[config.mk]
export PLATFORM = sky130hd
export DESIGN_NAME = sweep_accum
export DESIGN_NICKNAME = d
export VERILOG_FILES = /design/src/rtl/skolem_sweep_checker_accum.sv
export SDC_FILE = /design/constraint.sdc
export NUM_CORES = 1
export LEC_CHECK = 0
export BUFFER_PORTS_ARGS = -buffer_cell sky130_fd_sc_hd__buf_4
export CAP_MARGIN = 10
export CORE_MARGIN = 8
export CORE_UTILIZATION = 56
export CTS_BUF_LIST = sky130_fd_sc_hd__clkbuf_8
export CTS_CLUSTER_DIAMETER = 120
export DETAILED_ROUTE_END_ITERATION = 6
export PLACE_DENSITY = 0.91
export RECOVER_POWER = 100
export SETUP_SLACK_MARGIN = 0.05
export SYNTH_ARGS = -nofsm -noshare
export SYNTH_HDL_FRONTEND = slang
export SYNTH_SLANG_ARGS = --single-unit
[constraint.sdc]
create_clock -name clk -period 3.2 [get_ports clk]
set_clock_uncertainty 0.15 [all_clocks]
set_input_delay 0.8 -clock clk [delete_from_list [all_inputs] [get_ports clk]]
set_output_delay 0.8 -clock clk [all_outputs]
set_load 0.02 [all_outputs]
[src/rtl/skolem_sweep_checker_accum.sv]
// rtl/skolem_sweep_checker_accum.sv - stage-1 sample register, saturating counters, first-cex capture
module sweep_accum #(
  parameter int NX = 4,
  parameter int CW = NX + 1
) (
  input  logic          clk,
  input  logic          rst_n,
  input  logic          clear,
  input  logic          sample_en,
  input  logic          x_fresh,
  input  logic [NX-1:0] x_vec,
  input  logic          formula_out,
  output logic          fail_seen,
  output logic          last_counted,
  output logic          cex_valid,
  output logic [NX-1:0] cex_x,
  output logic [CW-1:0] fail_count,
  output logic [CW-1:0] tested_count
);

  localparam logic [CW-1:0] CNT_MAX = CW'(1) << NX;

  logic          s1_vld;
  logic [NX-1:0] s1_x;
  logic          s1_out;

  always_ff @(posedge clk) begin
    if (!rst_n) begin
      s1_vld       <= 1'b0;
      s1_x         <= '0;
      s1_out       <= 1'b0;
      cex_valid    <= 1'b0;
      cex_x        <= '0;
      fail_count   <= '0;
      tested_count <= '0;
    end else if (clear) begin
      s1_vld       <= 1'b0;
      cex_valid    <= 1'b0;
      cex_x        <= '0;
      fail_count   <= '0;
      tested_count <= '0;
    end else begin
      // a held x_vec is re-sampled but never counted twice
      s1_vld <= sample_en && x_fresh;
      if (sample_en) begin
        s1_x   <= x_vec;
        s1_out <= formula_out;
      end
      if (s1_vld) begin
        if (tested_count != CNT_MAX) tested_count <= tested_count + CW'(1);
        if (!s1_out) begin
          if (fail_count != CNT_MAX) fail_count <= fail_count + CW'(1);
          if (!cex_valid) begin
            cex_valid <= 1'b1;
            cex_x     <= s1_x;
          end
        end
      end
    end
  end

  assign fail_seen    = s1_vld && !s1_out;
  assign last_counted = s1_vld && (s1_x == '1);

endmodule

==> flow_summary.yaml, run 1 <==
outcome:
  outcome: "finished clean"
floorplanning:
  die_y_um: 56.94
  dieArea_sq_mm: 0.003242
  ioPinCount: 27
  die_x_um: 56.94
  core_area_sq_mm: 0.001541
  rows: 14
  start_util_pct: 60.88
timing:
  slew_headroom_pct: 63.84
  slew_viol_final: 0
  fmax_ghz: 0.4181
  finalSetupTns_ns: 0
  worst_pin_slew_ns: 0.5413
  hold_viol_final: 0
  min_period_ns: 2.392
  rsz0062_at_grt: "no"
  setup_viol: 0
  post-route-period-util_pct: 74.74
yosys:
  syn_avg_cell_area_sq_um: 9.111
  syn-instance-count: 103
  synth_area_sq_um: 938.4
  synth-main-ff-cell: "dfxtp_1"
  synth.most_common_cell: "dfxtp_1"
  yosysSeqAreaShare_pct: 44.80
  yosysUniqueCellTypes: 31
  ys_seq_elements: 21
  synth_top_area_share_pct: 44.80
  ys_warn_count: 0
  yosys-top-cells-count: "dfxtp_1 (21), nand2_1 (11), a21oi_1 (9)"
  async_flop_share_pct: 0
  synth_edf_count: 0
  synth.largest_area_cell: "dfxtp_1"
  syn_nets: 117
  synthTopCellsByArea: "dfxtp_1 (45%), ha_1 (5.3%), mux2i_1 (5.3%)"
final_layout:
  drive_above_1_share_pct: 9.302
  multiInputGateArea_sq_um: 467.9
  layout.nets: 144
  fillCellCount: 129
  ff_latch_area_sq_um: 420.4
  antennaDiodeCount: 0
  area_growth_pct: 17.33
  final_cells: 145
placement:
  dpl.cell_count: 141
  hpwl_um: 1618
  io_buffer_count: 26
  gp_congestion: 0.7944
clock_tree:
  cts_root_buffer: "clkbuf_8"
  cts_setup_buffers: 0
  clkSinkCount: 21
  cts_resized: 0
  numCtsBuffers: 3
  cts_buffer_depth: 2
  htreeDepth: 1
  ctsHoldBuffers: 0
  clock_latency_ns: 0.26
  path_clk_slew_ns: 0.08
  cts_tree: "done"
global_route:
  grt_pass1_vias: 846
  track_usage_pct: 13.05
  grt_pass1_wl_um: 3601
  grt-ovfl-total: 0
  antenna_found_initial: 0
  grt_start_max_net_pins: 15
critical_path:
  reg2reg_depth: 3
  startpoint_type: "register"
  crit_arrival_ns: 1.44
  cp-end-kind: "output port"
  crit_type: "register to output port"
  crit_fanout: 12
  crit_required_ns: 2.25
detailed_routing:
  drt_iter0_markers: 15
  ant_nets: 0
  drc: 0
  routed_wl_um: 2165
  firstDrtPassIters: 4
  via_per_inst: 5.814
  detail_route.wl_per_cell_um: 14.93
  vias: 843
power_and_ir_drop:
  p_leak_uw: 0.0003982
  cellPowerDensity_mw_per_mm2: 424.7
  vdd_drop_max_v: 0.0002462
run:
  maxCapViolations: 0
min_path:
  hp-class: "register to register"
  hold_depth: 2
worst paths after layout:
| kind | start | endpoint | slack [ns] |
|---|---|---|---|
| max | s1_vld$_SDFF_PP0_ | fail_seen | 0.81 |
| min | s1_x[3]$_SDFFE_PN0P_ | cex_x[3]$_SDFFE_PP0P_ | 0.36 |
| max reg2reg | s1_vld$_SDFF_PP0_ | fail_count[3]$_SDFFE_PP0P_ | 1.51 |
| min reg2reg | s1_x[3]$_SDFFE_PN0P_ | cex_x[3]$_SDFFE_PP0P_ | 0.36 |
cell families (layout without fill, tap and decap cells):
family	Yosys count	in the layout	share of synthesized area [%]
AO/OA/AOI/OAI	22	22	14.00
adder cells (fa/ha/maj)	4	4	5.334
flip-flops	21	21	44.80
XOR/XNOR	2	2	1.867
buffers and inverters	10	36	5.332
AND/OR/NAND/NOR	39	39	23.33
multiplexers	5	5	5.334
state kept, by name, indices dropped and copies added (netlist names):
| register | flops |
|---|---|
| fail_count | 5 |
| tested_count | 5 |
| cex_x | 4 |
| s1_x | 4 |
| s1_vld | 1 |
| cex_valid | 1 |
| s1_out | 1 |
per-stage QoR:
stage / power (uW) / cell area, sq um / hold slack, ns / worst slack (ns) / utilization (%)
2_1_floorplan: 291.3 / 938.4 / 0.2945 / 1.430 / -
3_3_place_gp: 302.7 / 1126 / 0.3141 / 1.244 / 73.05
3_5_place_dp: 303.9 / 1126 / 0.3236 / 1.210 / 73.05
4_1_cts: 467.9 / 1172 / 0.3536 / 0.9150 / 76.06
5_1_grt: 481.4 / 1101 / 0.3681 / 0.6950 / 71.43
6_report: 467.6 / 1101 / 0.3584 / 0.8083 / 71.43
power by group:
| part | switching (uW) | internal (uW) |
|---|---|---|
| combinational | 13.2 | 13.3 |
| sequential | 4.34 | 265 |
| clock | 84.9 | 86.7 |
area by class of cell:
type	instances	share of cell area [%]
Multi-Input combinational cell	72	42.50
Tap cell	16	1.818
Sequential cell	21	38.18
Clock inverter	1	0.4545
Timing Repair Buffer	26	11.25
Inverter	6	2.045
Clock buffer	3	3.750
cell usage in the layout, fill, tap and decap left out, types with 2 or more instances in the layout:
cell type,synthesis,routed
nand3_1,2,2
ha_1,4,4
dfxtp_1,21,21
or3_1,2,2
clkbuf_8,0,3
o21ai_0,7,7
nor2_1,5,5
nand4_1,3,3
buf_4,1,7
clkbuf_1,1,19
nand2_1,11,11
mux2i_1,5,5
nor2b_1,7,7
nand2b_1,2,2
xor2_1,2,2
a21oi_1,9,9
inv_1,6,6
critical path: stages, from the launching register on:
cell,delay (ns)
dfxtp_1,0.55
nand2b_1,0.27
inv_1,0.13
clkbuf_1,0.24
layer usage:
| metal | wire (um) | GRT usage [%] | vias to the layer above |
|---|---|---|---|
| met4 | 31 | 4.027 | 0 |
| met1 | 931 | 14.36 | 393 |
| met2 | 1041 | 22.64 | 35 |
| met3 | 160 | 4.867 | 6 |
| met5 | 0 | 0 | - |
| li1 | - | - | 409 |
No activity file was read; power rests on OpenSTA's default activity.
==> run 2: changes to the inputs <==
--- a/config.mk
+++ b/config.mk
@@ -8,11 +8,11 @@
 export BUFFER_PORTS_ARGS = -buffer_cell sky130_fd_sc_hd__buf_4
 export CAP_MARGIN = 10
 export CORE_MARGIN = 8
-export CORE_UTILIZATION = 56
+export CORE_UTILIZATION = 52
 export CTS_BUF_LIST = sky130_fd_sc_hd__clkbuf_8
 export CTS_CLUSTER_DIAMETER = 120
 export DETAILED_ROUTE_END_ITERATION = 6
-export PLACE_DENSITY = 0.91
+export PLACE_DENSITY = 0.86
 export RECOVER_POWER = 100
 export SETUP_SLACK_MARGIN = 0.05
 export SYNTH_ARGS = -nofsm -noshare
==> constraint.sdc (replaced) <==
create_clock -name clk -period 2.3 [get_ports clk]
set_clock_uncertainty 0.15 [all_clocks]
set_input_delay 0.575 -clock clk [delete_from_list [all_inputs] [get_ports clk]]
set_output_delay 0.575 -clock clk [all_outputs]
set_load 0.02 [all_outputs]
==> flow_summary.yaml, run 2 (synthesis gave the netlist of run 1 again) <==
outcome:
  outcome: "finished clean"
power_and_ir_drop:
  comb_power_share_pct: 5.8
  p_clk_share_pct: 35.8
  internal-power_uw: 506.5
  power_switching_uw: 134.8
  seqPwrFrac_pct: 58.5
  p_leak_uw: 0.0004030
  switching_share_pct: 21.02
  vdd_drop_max_v: 0.0003085
  cellPowerDensity_mw_per_mm2: 576.5
final_layout:
  area_growth_pct: 18.53
  drive_above_1_share_pct: 9.302
  final_common_cell: "dfxtp_1"
  antennaDiodeCount: 0
  layout.nets: 144
  mostFrequentLayoutCells: "dfxtp_1 (21), clkbuf_1 (18), nand2_1 (11)"
  reg_top3: "fail_count: 5 flops, tested_count: 5 flops"
  final_cells: 154
timing:
  fmax_ghz: 0.4798
  slew_headroom_pct: 63.01
  holdWs_ns: 0.3275
  rsz0062_at_grt: "no"
  slew_viol_final: 0
  hold_viol_final: 0
  setup_viol: 0
  worst_pin_slew_ns: 0.5536
  finalSetupTns_ns: 0
  post-route-period-util_pct: 90.63
  min_period_ns: 2.084
  fin_ws_ns: 0.2156
placement:
  io_buffer_count: 26
  gp_congestion: 0.8443
  place_ws_ns: 0.5178
  dpl.cell_count: 150
  hpwl_um: 1562
critical_path:
  slowest_stage: "dfxtp_1"
  startpoint_type: "register"
  r2r_start: "s1_vld$_SDFF_PP0_"
  cp-end-kind: "output port"
  max_stage_delay_ns: 0.54
  crit_fanout: 12
  crit_required_ns: 1.57
  crit_family: "flip-flops"
  cp_num_buf_inv: 2
  crit_path_start: "s1_vld$_SDFF_PP0_"
  crit_arrival_ns: 1.36
  path_cells: "nand2b_1 -> inv_1 -> clkbuf_2"
  crit_type: "register to output port"
global_route:
  grt_pass1_wl_um: 3436
  grt_start_max_net_pins: 15
  grt_pass1_vias: 776
  track_usage_pct: 12.87
  antenna_found_initial: 0
  grt-ovfl-total: 0
floorplanning:
  die_y_um: 58.48
  dieArea_sq_mm: 0.003420
  ioPinCount: 27
  start_util_pct: 54.95
  rows: 15
  die_x_um: 58.48
  core_area_sq_mm: 0.001708
clock_tree:
  cts_setup_buffers: 0
  path_clk_slew_ns: 0.07
  clock_latency_ns: 0.26
  clkSinkCount: 21
  ctsHoldBuffers: 0
  htreeDepth: 1
  cts_buffer_depth: 2
  numCtsBuffers: 3
  cts_root_buffer: "clkbuf_8"
  cts_tree: "done"
  cts_resized: 0
detailed_routing:
  drc: 0
  ant_nets: 0
  detail_route.wl_per_cell_um: 13.00
  drt_iter0_markers: 14
  routed_wl_um: 2002
  vias: 802
  via_per_inst: 5.208
  firstDrtPassIters: 4
run:
  maxCapViolations: 0
min_path:
  hp-class: "register to register"
  hp-start: "s1_x[1]$_SDFFE_PN0P_"
run 2: cell count changes in the layout (fill, tap and decap cells not counted):
| cell | before | now |
|---|---|---|
| clkinv_2 | 1 | 0 |
| clkbuf_1 | 19 | 18 |
| clkbuf_2 | 0 | 1 |
| inv_1 | 6 | 7 |
run 2: stage by stage:
step	power, uW	instance area (sq um)	util, %
after CTS	655.9	1182	69.23
after detailed placement	423.2	1137	66.59
final	641.3	1112	65.13
after global placement	421.4	1137	66.59
after global routing	672.8	1112	65.13
after floorplan	405.3	938.4	-
run 2: tightest hold or removal path, stage by stage (launching register included):
cell     delay (ns)
dfxtp_1        0.33
nand2_1        0.06
a21oi_1        0.05
run 2: metal layers:
metal / share of wire (%) / track usage (%) / up-vias
met4: 2.1 / 8.042 / 0
li1: - / - / 409
met2: 49 / 21.73 / 20
met5: 0 / 0 / -
met3: 5.5 / 4.348 / 5
met1: 44 / 13.38 / 368
run 2: final cells by class:
| cell class | instances | area (sq um) |
|---|---|---|
| Inverter | 6 | 22.52 |
| Timing Repair Buffer | 26 | 125.1 |
| Clock buffer | 3 | 41.29 |
| Multi-Input combinational cell | 72 | 467.9 |
| Sequential cell | 21 | 420.4 |
| Clock inverter | 1 | 3.754 |
| Fill cell | 176 | 595.6 |
| Tap cell | 25 | 31.28 |
run 2: final timing paths:
check | end | slack, ns | depth (start not counted)
max | fail_seen | 0.22 | 3
min | cex_x[1]$_SDFFE_PP0P_ | 0.33 | 2
max reg2reg | fail_count[3]$_SDFFE_PP0P_ | 0.62 | 3
min reg2reg | cex_x[1]$_SDFFE_PP0P_ | 0.33 | 2
run 2: power by group through the flow:
stage          registers, uW  logic (uW)  clock network (uW)
5_1_grt                  376        41.2                 256
4_1_cts                  375        40.1                 241
2_1_floorplan            382        23.2                   0
6_report                 375        37.0                 229
3_3_place_gp             383        38.3                   0
3_5_place_dp             383        40.0                   0
==> run 3: changes to the inputs <==
--- a/config.mk
+++ b/config.mk
@@ -12,6 +12,7 @@
 export CTS_BUF_LIST = sky130_fd_sc_hd__clkbuf_8
 export CTS_CLUSTER_DIAMETER = 120
 export DETAILED_ROUTE_END_ITERATION = 6
+export MAX_ROUTING_LAYER = met4
 export PLACE_DENSITY = 0.86
 export RECOVER_POWER = 100
 export SETUP_SLACK_MARGIN = 0.05
==> flow_summary.yaml, run 3 (synthesis gave the netlist of run 1 again) <==
outcome:
  outcome: "finished clean"
final_layout:
  reg_top3: "fail_count: 5 flops, tested_count: 5 flops"
  area_growth_pct: 18.53
  final_common_cell: "dfxtp_1"
  drive_above_1_share_pct: 9.302
  postLayoutCellArea_sq_mm: 0.001112
  mostFrequentLayoutCells: "dfxtp_1 (21), clkbuf_1 (18), nand2_1 (11)"
  layout.nets: 144
  antennaDiodeCount: 0
placement:
  io_buffer_count: 26
  gp_congestion: 0.8575
  hpwl_um: 1562
  place_area_sq_mm: 0.001137
detailed_routing:
  firstDrtPassIters: 4
  drc: 0
  ant_nets: 0
  detail_route.wl_per_cell_um: 13.00
  vias: 802
  via_per_inst: 5.208
  drt_iter0_markers: 14
  routed_wl_um: 2002
clock_tree:
  numCtsBuffers: 3
  ctsHoldBuffers: 0
  cts_root_buffer: "clkbuf_8"
  htreeDepth: 1
  cts_setup_buffers: 0
  cts_tree: "done"
  clkSinkCount: 21
  path_clk_slew_ns: 0.07
  cts_buffer_depth: 2
  cts_resized: 0
  clock_latency_ns: 0.26
power_and_ir_drop:
  seqPwrFrac_pct: 58.5
  p_leak_uw: 0.0004030
  comb_power_share_pct: 5.8
  internal-power_uw: 506.5
  p_clk_share_pct: 35.8
  vdd_drop_max_v: 0.0003085
  switching_share_pct: 21.02
  power_switching_uw: 134.8
  cellPowerDensity_mw_per_mm2: 576.5
global_route:
  grt_util_met2_pct: 21.73
  track_usage_pct: 13.21
  grt_start_max_net_pins: 15
  grt_pass1_wl_um: 3436
  antenna_found_initial: 0
  top_usage_layer: "met2"
  grt_use_met1_pct: 13.51
  grt_use_met3_pct: 4.130
  grt_pass1_vias: 776
  grt-ovfl-total: 0
critical_path:
  max_stage_delay_ns: 0.54
  crit_fanout: 12
  crit_arrival_ns: 1.36
  cp-end-kind: "output port"
  crit_required_ns: 1.57
  crit_type: "register to output port"
  startpoint_type: "register"
  slowest_stage: "dfxtp_1"
  path_cells: "nand2b_1 -> inv_1 -> clkbuf_2"
floorplanning:
  start_util_pct: 54.95
  die_x_um: 58.48
  rows: 15
  ioPinCount: 27
  dieArea_sq_mm: 0.003420
  core_area_sq_mm: 0.001708
  die_y_um: 58.48
timing:
  worst_pin_slew_ns: 0.5536
  rsz0062_at_grt: "no"
  setup_viol: 0
  finalSetupTns_ns: 0
  min_period_ns: 2.084
  post-route-period-util_pct: 90.63
  hold_viol_final: 0
  slew_viol_final: 0
  slew_headroom_pct: 63.01
  fmax_ghz: 0.4798
min_path:
  hp-class: "register to register"
run:
  maxCapViolations: 0
[run 3: cell counts in the layout (fill, tap and decap cells not counted)]
No cell type changed its count.
[run 3: routing by layer]
| metal | share of wire [%] | routed length [um] | up-vias |
|---|---|---|---|
| met3 | 5.0 | 100 | 5 |
| met5 | 0 | 0 | - |
| met4 | 2.1 | 42 | 0 |
| met1 | 44 | 884 | 368 |
| met2 | 49 | 975 | 20 |
| li1 | - | - | 409 |
[run 3: worst paths after layout]
check	from	end	slack, ns	cells past startpoint
max	s1_vld$_SDFF_PP0_	fail_seen	0.22	3
min	s1_x[1]$_SDFFE_PN0P_	cex_x[1]$_SDFFE_PP0P_	0.33	2
max reg2reg	s1_vld$_SDFF_PP0_	fail_count[3]$_SDFFE_PP0P_	0.62	3
min reg2reg	s1_x[1]$_SDFFE_PN0P_	cex_x[1]$_SDFFE_PP0P_	0.33	2
[run 3: area by class of cell]
class,instances,area [sq um]
clock inverters,1,3.754
flip-flops and latches,21,420.4
clock buffers,3,41.29
fillers,176,595.6
inverters,6,22.52
well taps,25,31.28
multi-input cells,72,467.9
repair buffers,26,125.1
[run 3: through the flow]
stage	std cells	worst slack, ns	hold WS (ns)	total power, uW	util (%)
6_report	154	0.2156	0.3275	641.3	65.13
3_3_place_gp	150	0.5521	0.3112	421.4	66.59
4_1_cts	154	0.2249	0.3298	655.9	69.23
5_1_grt	154	0.07333	0.3569	672.8	65.13
2_1_floorplan	103	0.7025	0.2945	405.3	-
3_5_place_dp	150	0.5178	0.3191	423.2	66.59
[run 3: power by group through the flow]
stage | Combinational, uW | Sequential, uW | Clock, uW
final | 37.0 | 375 | 229
after global routing | 41.2 | 376 | 256
after CTS | 40.1 | 375 | 241
after detailed placement | 40.0 | 383 | 0
after global placement | 38.3 | 383 | 0
after floorplan | 23.2 | 382 | 0
[run 3: critical path, delay by kind of cell, from the launching register on]
family	cells	cell delay [ns]
DFF	1	0.54
buffers and inverters	2	0.30
and+or+nand+nor	1	0.26
